### config.mk
export PLATFORM = sky130hd
export DESIGN_NAME = seq_multiplier
export DESIGN_NICKNAME = d
export VERILOG_FILES = /design/src/rtl/alu_pkg.sv /design/src/rtl/adder.sv /design/src/rtl/seq_multiplier.sv
export SDC_FILE = /design/constraint.sdc
export NUM_CORES = 1
export LEC_CHECK = 0
export CAP_MARGIN = 10
export CORE_MARGIN = 2
export CORE_UTILIZATION = 45
export CTS_CLUSTER_DIAMETER = 30
export CTS_CLUSTER_SIZE = 20
export DETAILED_ROUTE_END_ITERATION = 8
export GPL_ROUTABILITY_DRIVEN = 0
export MAX_ROUTING_LAYER = met4
export PLACE_DENSITY = 0.81
export SYNTH_ARGS = -nofsm -noshare
export SYNTH_HDL_FRONTEND = slang
export SYNTH_SLANG_ARGS = --single-unit
### constraint.sdc
create_clock -name clk -period 4.5 [get_ports clk]
set_input_delay 0.45 -clock clk [delete_from_list [all_inputs] [get_ports clk]]
set_output_delay 0.45 -clock clk [all_outputs]
set_load 0.1 [all_outputs]
### src/rtl/alu_pkg.sv
// alu_pkg: shared ALU types, including the multiplier FSM state encoding
package alu_pkg;
  typedef enum logic [1:0] {IDLE, CALC, DONE} mul_state_t;
endpackage

### src/rtl/adder.sv
// adder: WIDTH-bit adder (i_1 + i_2, optional invert of i_2 with carry-in) with carry-out, zero and signed-overflow flags
module adder #(
  parameter int WIDTH = 32
) (
  input  logic [WIDTH-1:0] i_1,
  input  logic [WIDTH-1:0] i_2,
  input  logic             invert_i_2,
  input  logic             enable,
  output logic [WIDTH-1:0] sum,
  output logic             overflow_flag,
  output logic             zero_flag,
  output logic             exception_flag
);
  logic [WIDTH-1:0] b;
  logic [WIDTH:0]   r;
  always_comb begin
    b              = invert_i_2 ? ~i_2 : i_2;
    r              = enable ? {1'b0, i_1} + {1'b0, b} + {{WIDTH{1'b0}}, invert_i_2} : '0;
    sum            = r[WIDTH-1:0];
    overflow_flag  = r[WIDTH];
    zero_flag      = ~|sum;
    exception_flag = enable & (i_1[WIDTH-1] == b[WIDTH-1]) & (sum[WIDTH-1] != i_1[WIDTH-1]);
  end
endmodule

### src/rtl/seq_multiplier.sv
// seq_multiplier: iterative unsigned shift-and-add multiplier; op_a*op_b via in_valid/in_ready, product+flags via out_valid/out_ready
module seq_multiplier
  import alu_pkg::*;
#(
  parameter int WIDTH = 32
) (
  input  logic               clk,
  input  logic               rst_n,
  input  logic               in_valid,
  output logic               in_ready,
  input  logic [WIDTH-1:0]   op_a,
  input  logic [WIDTH-1:0]   op_b,
  output logic               out_valid,
  input  logic               out_ready,
  output logic [2*WIDTH-1:0] product,
  output logic               zero_flag,
  output logic               overflow_flag
);
  localparam int CW = $clog2(WIDTH) + 1;
  localparam logic [CW-1:0] LAST = CW'(WIDTH - 1);
  mul_state_t       state, state_nx;
  logic [WIDTH-1:0] mcand, hi, lo, sum;
  logic [CW-1:0]    cnt;
  logic             c;
  adder #(.WIDTH(WIDTH)) u_adder (
    .i_1           (hi),
    .i_2           (mcand),
    .invert_i_2    (1'b0),
    .enable        (1'b1),
    .sum           (sum),
    .overflow_flag (c),
    .zero_flag     (),
    .exception_flag()
  );
  always_ff @(posedge clk or negedge rst_n)
    if (!rst_n) state <= IDLE;
    else        state <= state_nx;
  always_comb begin
    state_nx = (state == IDLE && in_valid)    ? CALC :
               (state == CALC && cnt == LAST) ? DONE :
               (state == DONE && out_ready)   ? IDLE : state;
    in_ready      = state == IDLE;
    out_valid     = state == DONE;
    product       = {hi, lo};
    zero_flag     = ~|product;
    overflow_flag = |hi;
  end
  // the carry-out lands in hi's MSB as the pair shifts right, so nothing is truncated
  always_ff @(posedge clk or negedge rst_n)
    if (!rst_n) begin
      mcand <= '0;
      hi    <= '0;
      lo    <= '0;
      cnt   <= '0;
    end else if (state == IDLE && in_valid) begin
      mcand <= op_a;
      lo    <= op_b;
      hi    <= '0;
      cnt   <= '0;
    end else if (state == CALC) begin
      {hi, lo} <= lo[0] ? {c, sum, lo[WIDTH-1:1]} : {1'b0, hi, lo[WIDTH-1:1]};
      cnt      <= cnt + 1'b1;
    end
endmodule
==> summary.txt <==
Final layout
  • Seq. cell area: 2600 sq um
  • Multi-input gate area: 3540 sq um
  • Share of layout cells above drive strength 1: 5.85%
  • # nets final: 935
  • Layout area overhead: 28.7%
  • # fillers: 1,211
  • Ant diodes: 0

Setup path
  • Cells on worst reg2reg path: 9
  • CP arrival: 3020 ps
  • RR Endpoint: hi[17]
  • Startpoint Class: register
  • Critical path class: reg2out
  • R2r startpoint: hi[0]
  • WP data required: 4050 ps
  • Worst Path Max Fanout: 5
  • Worst setup path end: overflow_flag
  • Reg2reg setup slack: 1720 ps
  • CP endpoint kind: output pin
  • Crit. Startpoint: hi[31]

Timing
  • Final Skew: 10.9 ps
  • Maximum clock rate: 0.288 GHz
  • Hold WS: 206 ps
  • Fin crit share: 77.0%
  • RSZ-0062 raised after global routing: no
  • Final Hold Viols: 0
  • Final setup viols: 0
  • Max-slew violations: 0
  • Max_slew headroom: 28.4%
  • Fin crit period: 3470 ps
  • Final TNS setup: 0 ps
  • Tightest Pin Transition: 1070 ps

Job
  • Max cap viols: 0

Route
  • Iter 0 DRT Violations: 369
  • DR WL/cell: 17.0 um
  • Total routed wirelength: 17.3 mm
  • Vias per cell: 5.81
  • Antenna-violating nets left: 0
  • DRC viols: 0
  • Vias: 5,911
  • Drt pass-1 iters: 5

Clock tree
  • H-tree Lvls: 3
  • Post-CTS Hold Buffers: 0
  • Num CTS Buffers: 9
  • Post_cts resized: 0
  • CTS Buffer Depth: 2
  • Clock sinks: 104
  • Post CTS Setup Buffer Count: 0
  • Clock Latency Late Sink: 370 ps
  • CTS tree: done
  • CTS root buf: clkbuf_16
  • Clock slew at reported path FFs: 80 ps

Floorplan
  • Die ar.: 15,000 sq um
  • # rows: 43
  • Die extent in x: 122 um
  • Die span in y: 122 um
  • Num ports: 136
  • Core area: 13,800 sq um
  • Initial Utilization: 45.8%

Yosys
  • Share of the synthesized area in the top cell type: 41.3%
  • Post-synthesis instance total: 718
  • Net Count, Synth: 820
  • Asr flop ratio synth: 100%
  • Syn_area_per_cell: 8.78 sq um
  • Seq/Total Area, Yosys: 41.3%
  • Synth area leader: dfrtp_1
  • Synth Flop Type: dfrtp_1
  • Number of flops mapped to enable cells by yosys: 0
  • Yosys warnings: 0
  • Synth cell count leaders: nand2_1, dfrtp_1, o21ai_0, a22oi_1, a21oi_1
  • FF+latch count, synth: 104
  • Count leader, synth: nand2_1
  • Distinct cell type count after synthesis: 60
  • Mapped Area: 6300 sq um
  • Synth top area cells: dfrtp_1, nand2_1, ha_1

Global routing
  • First-pass GRT wire length: 28.6 mm
  • Largest net degree at the start of global routing: 70
  • Remaining global-route overflow: 0
  • GRT Util Overall: 24.8%
  • Vias in the first global route: 5,661
  • Initial antenna violation count: 0

Min path
  • Hold Crit Class: in2async

Place
  • Hpwl dp: 12.2 mm
  • Port buffer count: 135

Outcome
  • Outcome: completed
worst min path at each step:
stage | end | from | slack, ps | cells after the start
finish | hi[15] | rst_n | 210 | 1
global route | hi[16] | rst_n | 280 | 1
CTS | hi[16] | rst_n | 230 | 1
detailed placement | mcand[9] | mcand[9] | 470 | 2
global placement | mcand[0] | mcand[0] | 470 | 2
floorplan | cnt[0] | rst_n | 150 | 0
critical path, stage by stage, from the launching register on:
cell             delay, ps
dfrtp_1                430
nor4_1                 560
nand4_1                290
or2_2                  390
clkdlybuf4s50_1        980
per-stage QoR:
| stage | cells | util (%) | area (sq um) | setup slack (ps) |
|---|---|---|---|---|
| floorplan | 718 | - | 6300 | 108 |
| global placement | 1002 | 56.6 | 7800 | 1550 |
| detailed placement | 1002 | 56.6 | 7800 | 1560 |
| CTS | 1018 | 58.9 | 8120 | 1150 |
| global route | 1018 | 58.9 | 8120 | 1000 |
| finish | 1018 | 58.9 | 8120 | 1030 |
placed cells by master, fill, tap and decap left out, drive strengths merged, types with 9 or more instances in the layout:
cell type / count
a21oi: 38
xnor2: 12
o21ai: 94
nor3: 10
xor2: 17
nand4: 10
nor2: 20
clkdlybuf4s50: 133
ha: 33
a22oi: 52
clkbuf: 9
nor4: 18
nand2: 169
dfrtp: 104
a31oi: 10
buf: 11
a21o: 12
mux2i: 9
final cells by class:
| class | count | share of cell area, % |
|---|---|---|
| multi-input cells | 571 | 43.7 |
| flip-flops and latches | 104 | 32.1 |
| repair buffers | 144 | 17.4 |
| clock buffers | 9 | 2.78 |
| well taps | 180 | 2.78 |
| clock inverters | 7 | 1.14 |
| inverters | 3 | 0.139 |
per-layer routing:
| metal | GRT usage, % | wire length, um |
|---|---|---|
| met5 | - | 0 |
| met4 | 5.96 | 299 |
| met1 | 32.4 | 7640 |
| met3 | 6.69 | 1260 |
| met2 | 38.7 | 8150 |
flip-flops by register name, summed over array words and instances, names as in the netlist:
signal,flops
cnt,6
lo,32
hi,32
mcand,32
state,2
cells by family after synthesis:
group / share of synthesized area [%]
buffers and inverters: 2.74
flip-flops: 41.3
multiplexers: 1.43
adder cells (fa/ha/maj): 6.87
AND/OR/NAND/NOR: 18.1
AO/OA/AOI/OAI: 25.4
XOR/XNOR: 4.15
Power is left out: the tool's default activity adds up to more than one toggle a clock period on the data nets, which glitch-free logic cannot reach.
